$ cat src/rtl/mem_wb_ext.sv
`default_nettype none
// ============================================================================
// Module   : mem_wb_ext
// Purpose  : MEM->WB pipeline register with per-channel write sanitising.
//            Each clock edge takes one action: BUBBLE, HOLD or LOAD.
//            - BUBBLE: flush, or this stage stalled while the next is not.
//            - HOLD:   this stage and the next are both stalled.
//            - LOAD:   all other cases.
//            On LOAD, channels writing address 0 lose their enable. When
//            several enabled channels write the same nonzero address, only
//            the highest-index channel keeps its enable. An invalid bundle
//            loads with every enable cleared.
//            Retire and bubble counters count LOADs and BUBBLEs.
// Ports    : clk, rst (async, active high)
//            stall[STALL_W], flush
//            mem_valid_i, mem_waddr_i, mem_we_i, mem_wdata_i      (in)
//            mem_hilo_we_i, mem_hi_i, mem_lo_i                    (in)
//            wb_waddr_o, wb_we_o, wb_wdata_o                      (out)
//            wb_hilo_we_o, wb_hi_o, wb_lo_o                       (out)
//            wb_valid_o, wb_conflict_o                            (out)
//            retire_cnt_o, bubble_cnt_o                           (out)
// Revision : 1.0 - initial release
// ============================================================================
module mem_wb_ext #(
    parameter int DATA_W    = 32,
    parameter int ADDR_W    = 5,
    parameter int CH        = 2,
    parameter int STALL_W   = 6,
    parameter int STAGE_IDX = 4,
    parameter int CNT_W     = 32
) (
    input  logic                 clk,
    input  logic                 rst,
    input  logic [STALL_W-1:0]   stall,
    input  logic                 flush,
    input  logic                 mem_valid_i,
    input  logic [CH*ADDR_W-1:0] mem_waddr_i,
    input  logic [CH-1:0]        mem_we_i,
    input  logic [CH*DATA_W-1:0] mem_wdata_i,
    input  logic                 mem_hilo_we_i,
    input  logic [DATA_W-1:0]    mem_hi_i,
    input  logic [DATA_W-1:0]    mem_lo_i,
    output logic [CH*ADDR_W-1:0] wb_waddr_o,
    output logic [CH-1:0]        wb_we_o,
    output logic [CH*DATA_W-1:0] wb_wdata_o,
    output logic                 wb_hilo_we_o,
    output logic [DATA_W-1:0]    wb_hi_o,
    output logic [DATA_W-1:0]    wb_lo_o,
    output logic                 wb_valid_o,
    output logic                 wb_conflict_o,
    output logic [CNT_W-1:0]     retire_cnt_o,
    output logic [CNT_W-1:0]     bubble_cnt_o
);

    localparam logic [CNT_W-1:0] CNT_ONE = CNT_W'(1);

    // Only two bits of the stall vector matter to this stage.
    logic unused_stall;
    assign unused_stall = ^stall;

    logic do_bubble;
    logic do_hold;

    // Flush wins over any stall combination.
    assign do_bubble = flush | (stall[STAGE_IDX] & ~stall[STAGE_IDX+1]);
    assign do_hold   = ~flush & stall[STAGE_IDX] & stall[STAGE_IDX+1];

    logic [CH-1:0] we_eff;
    logic          conflict;

    // A channel keeps its enable only if its address is nonzero and no
    // higher-index enabled channel targets the same address. Address 0
    // never conflicts because those channels are already disabled.
    always_comb begin
        we_eff   = '0;
        conflict = 1'b0;
        for (int k = 0; k < CH; k++) begin
            if (mem_we_i[k] && (mem_waddr_i[k*ADDR_W +: ADDR_W] != '0)) begin
                we_eff[k] = 1'b1;
                for (int j = k + 1; j < CH; j++) begin
                    if (mem_we_i[j] &&
                        (mem_waddr_i[j*ADDR_W +: ADDR_W] == mem_waddr_i[k*ADDR_W +: ADDR_W])) begin
                        we_eff[k] = 1'b0;
                        conflict  = 1'b1;
                    end
                end
            end
        end
        // An invalid bundle carries no writes, so nothing was resolved.
        if (!mem_valid_i) begin
            we_eff   = '0;
            conflict = 1'b0;
        end
    end

    always_ff @(posedge clk or posedge rst) begin
        if (rst) begin
            wb_waddr_o    <= '0;
            wb_we_o       <= '0;
            wb_wdata_o    <= '0;
            wb_hilo_we_o  <= 1'b0;
            wb_hi_o       <= '0;
            wb_lo_o       <= '0;
            wb_valid_o    <= 1'b0;
            wb_conflict_o <= 1'b0;
            retire_cnt_o  <= '0;
            bubble_cnt_o  <= '0;
        end else if (do_bubble) begin
            wb_waddr_o    <= '0;
            wb_we_o       <= '0;
            wb_wdata_o    <= '0;
            wb_hilo_we_o  <= 1'b0;
            wb_hi_o       <= '0;
            wb_lo_o       <= '0;
            wb_valid_o    <= 1'b0;
            wb_conflict_o <= 1'b0;
            if (bubble_cnt_o != '1) begin
                bubble_cnt_o <= bubble_cnt_o + CNT_ONE;
            end
        end else if (!do_hold) begin
            wb_waddr_o    <= mem_waddr_i;
            wb_we_o       <= we_eff;
            wb_wdata_o    <= mem_wdata_i;
            wb_hilo_we_o  <= mem_hilo_we_i & mem_valid_i;
            wb_hi_o       <= mem_hi_i;
            wb_lo_o       <= mem_lo_i;
            wb_valid_o    <= mem_valid_i;
            wb_conflict_o <= conflict;
            if (mem_valid_i) begin
                retire_cnt_o <= retire_cnt_o + CNT_ONE;
            end else if (bubble_cnt_o != '1) begin
                bubble_cnt_o <= bubble_cnt_o + CNT_ONE;
            end
        end
    end

endmodule
`default_nettype wire

$ cat config.mk
export PLATFORM = sky130hd
export DESIGN_NAME = mem_wb_ext
export DESIGN_NICKNAME = d
export VERILOG_FILES = /design/src/rtl/mem_wb_ext.sv
export SDC_FILE = /design/constraint.sdc
export NUM_CORES = 1
export LEC_CHECK = 0
export CORE_MARGIN = 10
export CORE_UTILIZATION = 38
export DETAILED_ROUTE_END_ITERATION = 12
export PLACE_DENSITY_LB_ADDON = 0.15
export SYNTH_ARGS = -nofsm -noshare
export SYNTH_HDL_FRONTEND = slang
export SYNTH_SLANG_ARGS = --single-unit
$ cat constraint.sdc
create_clock -name clk -period 7.2 [get_ports clk]
set_input_delay 1.44 -clock clk [delete_from_list [all_inputs] [get_ports clk]]
set_output_delay 1.44 -clock clk [all_outputs]
set_load 0.005 [all_outputs]
==> impl_metrics.json, run 1 <==
{
  "status": "completed",
  "pre_cts_slack_ns": 3.19,
  "synth_seq_cells": 207,
  "maxSlewViolCount": 0,
  "fin_crit_sh": 0.485,
  "pin_count": 358,
  "tightest_slew_ns": 1.10,
  "total_power_mw": 3.08,
  "min_period_ns": 3.49,
  "start_util": 0.386,
  "hp-start": "retire_cnt_o[31]$_DFFE_PP0P_",
  "ys_types": 43,
  "cts-htree-levels": 1,
  "design_area_um2": 12800,
  "clk_pin_slew_ns": 0.06,
  "num_rows": 53,
  "final_nets": 1118,
  "grt_pass1_vias": 6737,
  "drt_iter0_markers": 376,
  "postSynthCellCount": 612,
  "clock_latency_ns": 0.51,
  "synth_nets": 765,
  "rsz0062_at_grt": "no",
  "drt-vias-per-instance": 5.11,
  "wirelength_mm": 27.6,
  "layout_commonest_cell": "clkdlybuf4s50_1",
  "post_drt_wl_per_cell_um": 21.8,
  "setup_ws_ns": 3.71,
  "ys.flop_type": "dfrtp_1",
  "setup_viol": 0,
  "cp-end-kind": "register",
  "syn_area_um2": 8080,
  "root_buffer": "clkbuf_16",
  "hpwl_mm": 20.0,
  "worst_ep_required_time_ns": 7.63,
  "worst_hold_slack_ns": 0.471,
  "die-height_um": 166,
  "syn_area_per_cell_um2": 13.2,
  "vias": 6456,
  "fin_skew_ns": 0.00924,
  "place.gp.congestion": 0.814,
  "syn_to_final_growth_pct": 58.9,
  "finalSetupTns_ns": 0,
  "hold_violations": 0,
  "synthArstFlopShare": 1.00,
  "cp.arrival_ns": 3.92,
  "mostFrequentLayoutCells": "clkdlybuf4s50_1, dfrtp_1, a22o_1, xnor2_1, nand2_1",
  "postCtsHoldBufs": 0,
  "io_buffer_count": 353,
  "dr.pass1.iters": 4,
  "place_area_um2": 11900,
  "grt_max_degree": 99,
  "start_kind": "input pin",
  "ant_nets": 0,
  "post_cts.repair.setup_buffers": 0,
  "cts_buffer_depth": 3,
  "dieArea_um2": 27500,
  "min_path_type": "reg -> reg",
  "core_area_um2": 21000,
  "synth_edf_count": 0,
  "cp-startpoint": "stall[4]",
  "ys_seq_area_frac": 0.641,
  "p_per_area_nw_per_um2": 240,
  "cp_max_fo": 52,
  "cts_sinks": 207,
  "cts_tree": "yes",
  "slew_headroom": 0.266,
  "numCtsBuffers": 24,
  "drc": 0,
  "antenna_found_initial": 4,
  "r2r_start": "bubble_cnt_o[0]$_DFFE_PP0P_",
  "drive_gt1_frac": 0.0692,
  "grt_first_pass_wirelength_mm": 42.6,
  "globalRouteOverflowTotal": 0,
  "cts-resized-gates": 0,
  "ir_drop_mv": 0.151,
  "drv_cap": 0,
  "fmax_ghz": 0.287,
  "grt_use_total": 0.193,
  "fp.dieW_um": 166,
  "p_leak_nw": 5.56,
  "worstSetupPathType": "in -> reg",
  "yosysWarnings": 0
}
-- worst paths after layout --
path / end / depth (start not counted) / slack (ns)
min in group asynchronous: wb_wdata_o[29]$_DFFE_PP0P_ / 2 / 1.42
worst max-delay path: wb_lo_o[16]$_DFFE_PP0P_ / 5 / 3.71
worst max register to register: bubble_cnt_o[28]$_DFFE_PP0P_ / 6 / 5.07
worst min register to register: retire_cnt_o[31]$_DFFE_PP0P_ / 1 / 0.47
worst min-delay path: retire_cnt_o[31]$_DFFE_PP0P_ / 1 / 0.47
max in group asynchronous: bubble_cnt_o[20]$_DFFE_PP0P_ / 3 / 4.55
-- cells in the mapped netlist, types with 3 or more instances --
cell type	count	area (um2)
dfrtp_1	207	5180
a22o_1	139	1220
xnor2_1	35	307
nand2_1	31	116
clkbuf_1	30	113
nand3_1	29	145
xor2_1	28	245
nor2_1	19	71.3
nand4_1	16	100
nor3_1	13	65.1
inv_1	7	26.3
nor4_1	7	43.8
and3_1	6	37.5
a31oi_1	3	18.8
and4_1	3	26.3
nand2b_1	3	18.8
-- layout make-up --
| type | instances | area (um2) |
|---|---|---|
| Fill cell | 1716 | 8120 |
| Timing Repair Buffer | 359 | 3580 |
| Antenna cell | 5 | 12.5 |
| Multi-Input combinational cell | 366 | 2770 |
| Clock inverter | 9 | 174 |
| Sequential cell | 207 | 5180 |
| Inverter | 7 | 33.8 |
| Tap cell | 275 | 344 |
| Clock buffer | 35 | 743 |
-- flip-flops by register name, summed over array words and instances, names as in the netlist --
| register | flops |
|---|---|
| bubble_cnt_o | 32 |
| retire_cnt_o | 32 |
| wb_conflict_o | 1 |
| wb_hi_o | 32 |
| wb_hilo_we_o | 1 |
| wb_lo_o | 32 |
| wb_valid_o | 1 |
| wb_waddr_o | 10 |
| wb_wdata_o | 64 |
| wb_we_o | 2 |
-- report_power, final --
| part | switching [mW] | internal [mW] | total, mW |
|---|---|---|---|
| combinational | 0.151 | 0.254 | 0.405 |
| sequential | 0.0711 | 1.24 | 1.31 |
| clock | 0.476 | 0.893 | 1.37 |
| total | 0.698 | 2.38 | 3.08 |
-- routing by layer --
metal	track usage	vias to the layer above	routed length (um)
met5	0	-	0
met4	0.0485	0	409
met3	0.0724	28	2430
met2	0.320	236	13700
met1	0.231	3201	11000
li1	-	2991	-
-- stage by stage --
step           utilization  std cells
2_1_floorplan            -        612
3_3_place_gp         0.568       1214
3_5_place_dp         0.568       1214
4_1_cts              0.612       1258
5_1_grt              0.613       1262
6_report             0.613       1263
-- worst max-delay path: stages --
cell             delay (ns)
clkdlybuf4s50_1        0.60
nand2_1                0.13
nor2_4                 0.82
buf_4                  0.64
a22o_1                 0.23
-- cells by family after synthesis --
group / synth area share
buf+inv: 0.0184
flops: 0.641
compound gates: 0.161
fa+ha+maj: 0.00310
mux: 0.00403
simple gates: 0.104
xor+xnor: 0.0683
No activity file was read; power rests on OpenSTA's default activity.
==> run 2, diff against run 1 <==
CORE_UTILIZATION = 42   (was 38)
clock period = 3.3 ns   (was 7.2 ns; I/O delays follow)
==> run 2 against run 1 <==
  * Worst hold slack worse by 0.0026 ns
  * Register-to-register slack got worse by 4.0 ns
  * Critical path depth up 1
  * Die area fell by 8.4%
  * Critical endpoint is now bubble_cnt_o[16]$_DFFE_PP0P_
  * Largest power group is now registers
==> impl_metrics.json, run 2 (synthesis results as in run 1) <==
{
  "status": "completed",
  "num_rows": 50,
  "r2r_start": "bubble_cnt_o[23]$_DFFE_PP0P_",
  "cp_max_fo": 8,
  "maxSlewViolCount": 0,
  "pre_cts_slack_ns": 0.532,
  "start_util": 0.429,
  "cts_sinks": 207,
  "rsz0062_at_grt": "no",
  "drv_cap": 0,
  "cp-end-kind": "register",
  "largest_reg_flops": 64,
  "cp.arrival_ns": 2.69,
  "cp-startpoint": "stall[4]",
  "cts-resized-gates": 0,
  "setup_viol": 0,
  "vias": 6512,
  "finalNonFillerCells": 1243,
  "min_path_type": "in -> async",
  "globalRouteOverflowTotal": 0,
  "io_buffer_count": 353,
  "final_util": 0.675,
  "tightest_slew_ns": 0.722,
  "worst_ep_required_time_ns": 3.72,
  "dieArea_um2": 25200,
  "fillCellCount": 1423,
  "p_leak_nw": 5.49,
  "start_kind": "input pin",
  "register_area_um2": 5180,
  "hold_violations": 0,
  "die-height_um": 159,
  "drc": 0,
  "mostFrequentLayoutCells": "clkdlybuf4s50_1, dfrtp_1, a22o_1, xnor2_1, nand2_1",
  "hpwl_mm": 19.9,
  "setup_ws_ns": 1.04,
  "cts_buffer_depth": 3,
  "drt_iter0_markers": 467,
  "antenna_found_initial": 2,
  "place.gp.congestion": 0.798,
  "dr.pass1.iters": 4,
  "total_power_mw": 6.19,
  "grt_first_pass_wirelength_mm": 42.8,
  "layout_commonest_cell": "clkdlybuf4s50_1",
  "cp_slowest_cell": "clkdlybuf4s50_1",
  "fp.dieW_um": 159,
  "core_area_um2": 18800,
  "post_drt_wl_per_cell_um": 22.1,
  "drt-vias-per-instance": 5.24,
  "clock_latency_ns": 0.49,
  "pin_count": 358,
  "grt_use_total": 0.211,
  "post_cts.repair.setup_buffers": 0,
  "dp.cells": 1202,
  "fmax_ghz": 0.442,
  "cts-htree-levels": 1,
  "cts_tree": "yes",
  "cp_slowest_stage_delay_ns": 0.60,
  "slew_headroom": 0.514,
  "ir_drop_mv": 0.336,
  "p_per_area_nw_per_um2": 487,
  "drive_gt1_frac": 0.0642,
  "grt_pass1_vias": 6913,
  "crit_chain": "clkdlybuf4s50_1 > mux2i_1 > nor2_1 > or3_1 > nor4_1 > xor2_1",
  "worstSetupPathType": "in -> reg",
  "min_period_ns": 2.26,
  "fin_crit_sh": 0.686,
  "syn_to_final_growth_pct": 57.2,
  "grt_max_degree": 143,
  "clk_pin_slew_ns": 0.06,
  "top_register": "wb_wdata_o",
  "root_buffer": "clkbuf_16",
  "postCtsHoldBufs": 0,
  "final_nets": 1120,
  "ant_nets": 0,
  "wirelength_mm": 27.5,
  "fin_skew_ns": 0.00429,
  "numCtsBuffers": 23,
  "multiInputGateArea_um2": 2770,
  "finalSetupTns_ns": 0
}
==> run 2: cell type report <==
class | instances | area share
Sequential cell | 207 | 0.408
Inverter | 7 | 0.00236
Timing Repair Buffer | 362 | 0.289
Clock inverter | 4 | 0.00177
Multi-Input combinational cell | 366 | 0.218
Tap cell | 260 | 0.0256
Clock buffer | 35 | 0.0544
Antenna cell | 2 | 0.000394
==> run 2: power by group <==
part	total, mW	internal [mW]	switching (mW)
registers	2.86	2.70	0.161
clock network	2.42	1.43	0.992
logic	0.909	0.566	0.342
total	6.19	4.69	1.50
==> run 2: metal layers <==
layer,vias to the layer above,global-route usage,routed length (um)
li1,2993,-,-
met1,3247,0.253,11000
met2,241,0.355,13700
met3,31,0.0736,2270
met4,0,0.0523,481
met5,-,0,0
==> run 2: worst max-delay path, delay by kind of cell <==
kind / cells / cell delay (ns)
muxes: 1 / 0.26
xor gates and xnor gates: 1 / 0.17
and+or+nand+nor: 3 / 0.99
buffers and inverters: 1 / 0.60
==> run 2: final timing paths <==
path | to | slack (ns) | depth (start not counted)
min in group clk | retire_cnt_o[31]$_DFFE_PP0P_ | 0.47 | 1
hold / removal | retire_cnt_o[1]$_DFFE_PP0P_ | 0.47 | 2
setup / recovery | bubble_cnt_o[16]$_DFFE_PP0P_ | 1.04 | 6
max in group asynchronous | wb_wdata_o[58]$_DFFE_PP0P_ | 1.93 | 3
setup reg to reg | bubble_cnt_o[19]$_DFFE_PP0P_ | 1.10 | 5
hold reg to reg | retire_cnt_o[31]$_DFFE_PP0P_ | 0.47 | 1
==> run 2: per-stage QoR <==
step | area [um2] | hold WS, ns
2_1_floorplan | 8090 | 0.465
3_3_place_gp | 12000 | 0.456
3_5_place_dp | 12000 | 0.460
4_1_cts | 12700 | 0.459
5_1_grt | 12700 | 0.474
6_report | 12700 | 0.468
==> run 3, diff against run 2 <==
CORE_UTILIZATION = 38   (was 42)
clock period = 2 ns   (was 3.3 ns; I/O delays follow)
==> run 3 against run 2 <==
  * Non-clock buffer count up 56
  * Wire length up 2.9%
  * Combinational power up 91%
  * Worst hold slack worse by 0.16 ns
  * Clock-buffer cell count up 1
  * First-iteration DRC count down 16%
  * Critical path depth down 4
  * Largest cell class unchanged
==> impl_metrics.json, run 3 (synthesis results as in run 1) <==
{
  "status": "completed",
  "vias": 6652,
  "mostFrequentLayoutCells": "clkdlybuf4s50_1, dfrtp_1, a22o_1, buf_4, xnor2_1",
  "hold_violations": 0,
  "maxSlewViolCount": 0,
  "fmax_ghz": 0.521,
  "syn_to_final_growth_pct": 64.3,
  "drc": 0,
  "hpwl_mm": 21.3,
  "cts_buffer_depth": 3,
  "wirelength_mm": 28.3,
  "drive_gt1_frac": 0.115,
  "numCtsBuffers": 23,
  "grt_first_pass_wirelength_mm": 43.4,
  "pin_count": 358,
  "fin_skew_ns": 0.00758,
  "clock_latency_ns": 0.51,
  "final_nets": 1176,
  "r2r_start": "bubble_cnt_o[0]$_DFFE_PP0P_",
  "min_path_type": "in -> async",
  "largest_reg_flops": 64,
  "slew_headroom": 0.682,
  "drv_cap": 0,
  "p_per_area_nw_per_um2": 792,
  "worstSetupPathType": "reg -> out",
  "p_leak_nw": 5.83,
  "reg2reg_to": "bubble_cnt_o[28]$_DFFE_PP0P_",
  "ant_nets": 0,
  "grt_max_degree": 88,
  "globalRouteOverflowTotal": 0,
  "num_rows": 53,
  "dieArea_um2": 27500,
  "post_drt_wl_per_cell_um": 21.5,
  "cts-htree-levels": 1,
  "worstRegToRegCells": 6,
  "tightest_slew_ns": 0.476,
  "fin_crit_sh": 0.960,
  "clk_pin_slew_ns": 0.06,
  "cts_tree": "yes",
  "start_kind": "register",
  "r2r_slack_ns": 0.09,
  "io_buffer_count": 353,
  "setup_viol": 0,
  "cp-end-kind": "output pin",
  "drt-vias-per-instance": 5.05,
  "worst_hold_slack_ns": 0.307,
  "start_util": 0.386,
  "cts_sinks": 207,
  "ir_drop_mv": 0.547,
  "cp.arrival_ns": 1.52,
  "finalSetupTns_ns": 0,
  "place.gp.congestion": 0.798,
  "total_power_mw": 10.5,
  "grt_pass1_vias": 7023,
  "cp_max_fo": 6,
  "dr.pass1.iters": 4,
  "drt_iter0_markers": 393,
  "antenna_found_initial": 3,
  "postCtsHoldBufs": 0,
  "min_period_ns": 1.92,
  "rsz0062_at_grt": "no",
  "core_area_um2": 21000,
  "top_register": "wb_wdata_o",
  "grt_use_total": 0.195,
  "worst_ep_required_time_ns": 1.60,
  "fillCellCount": 1649,
  "fp.dieW_um": 166,
  "layout_commonest_cell": "clkdlybuf4s50_1",
  "root_buffer": "clkbuf_16",
  "die-height_um": 166
}
run 3: changes by cell type in the layout (fill, tap and decap cells not counted), moves of 2 or more:
cell | before | now
dlymetal6s2s_1 | 0 | 2
clkbuf_1 | 5 | 8
clkbuf_8 | 7 | 5
clkdlybuf4s50_1 | 353 | 351
buf_12 | 6 | 14
buf_4 | 3 | 51
run 3: final cells by class:
cell class / count / area (um2) / share of cell area
inverters: 7 / 30.0 / 0.00226
multi-input cells: 366 / 2770 / 0.209
clock inverters: 6 / 67.6 / 0.00509
well taps: 275 / 344 / 0.0259
clock buffers: 36 / 674 / 0.0508
flip-flops and latches: 207 / 5180 / 0.390
repair buffers: 418 / 4200 / 0.316
diodes: 3 / 7.51 / 0.000565
run 3: worst max-delay path, stage by stage, from the launching register on:
cell and delay (ns):
dfrtp_1 0.35, buf_4 0.15, clkdlybuf4s50_1 0.51
run 3: per-layer routing:
metal	share of wire	vias up	track usage
li1	-	3107	-
met1	0.41	3279	0.234
met2	0.49	231	0.323
met3	0.082	35	0.0708
met4	0.022	0	0.0547
met5	0	-	0
run 3: worst max path at each step:
stage / start / slack (ns) / cells after the start / end
after floorplan: rst / -1.09 / 1 / bubble_cnt_o[0]$_DFFE_PP0P_
after global placement: stall[4] / -0.27 / 6 / bubble_cnt_o[16]$_DFFE_PP0P_
after detailed placement: stall[4] / -0.34 / 6 / bubble_cnt_o[16]$_DFFE_PP0P_
after CTS: bubble_cnt_o[23]$_DFFE_PP0P_ / 0.005 / 2 / bubble_cnt_o[23]
after global routing: bubble_cnt_o[0]$_DFFE_PP0P_ / 0.002 / 6 / bubble_cnt_o[28]$_DFFE_PP0P_
final: bubble_cnt_o[17]$_DFFE_PP0P_ / 0.08 / 2 / bubble_cnt_o[17]
run 3: what timing repair did:
action | 4_1_cts | 5_1_grt
gates resized for setup | 0 | 3
buffers inserted | 1 | 1
endpoints found under the setup margin | 1 | 8
pin swaps | 0 | 1
cloned | 0 | 0
run 3: through the flow:
stage / util / std cells / cell area, um2 / setup slack [ns]
after floorplan: - / 612 / 8090 / -1.09
after global placement: 0.597 / 1271 / 12500 / -0.274
after detailed placement: 0.597 / 1271 / 12500 / -0.339
after CTS: 0.633 / 1314 / 13300 / 0.00542
after global routing: 0.634 / 1318 / 13300 / 0.00247
final: 0.634 / 1318 / 13300 / 0.0806
run 3: where the power goes:
| group | internal [mW] | switching, mW |
|---|---|---|
| combinational | 1.07 | 0.675 |
| sequential | 4.45 | 0.188 |
| clock | 2.45 | 1.68 |
| total | 7.97 | 2.54 |
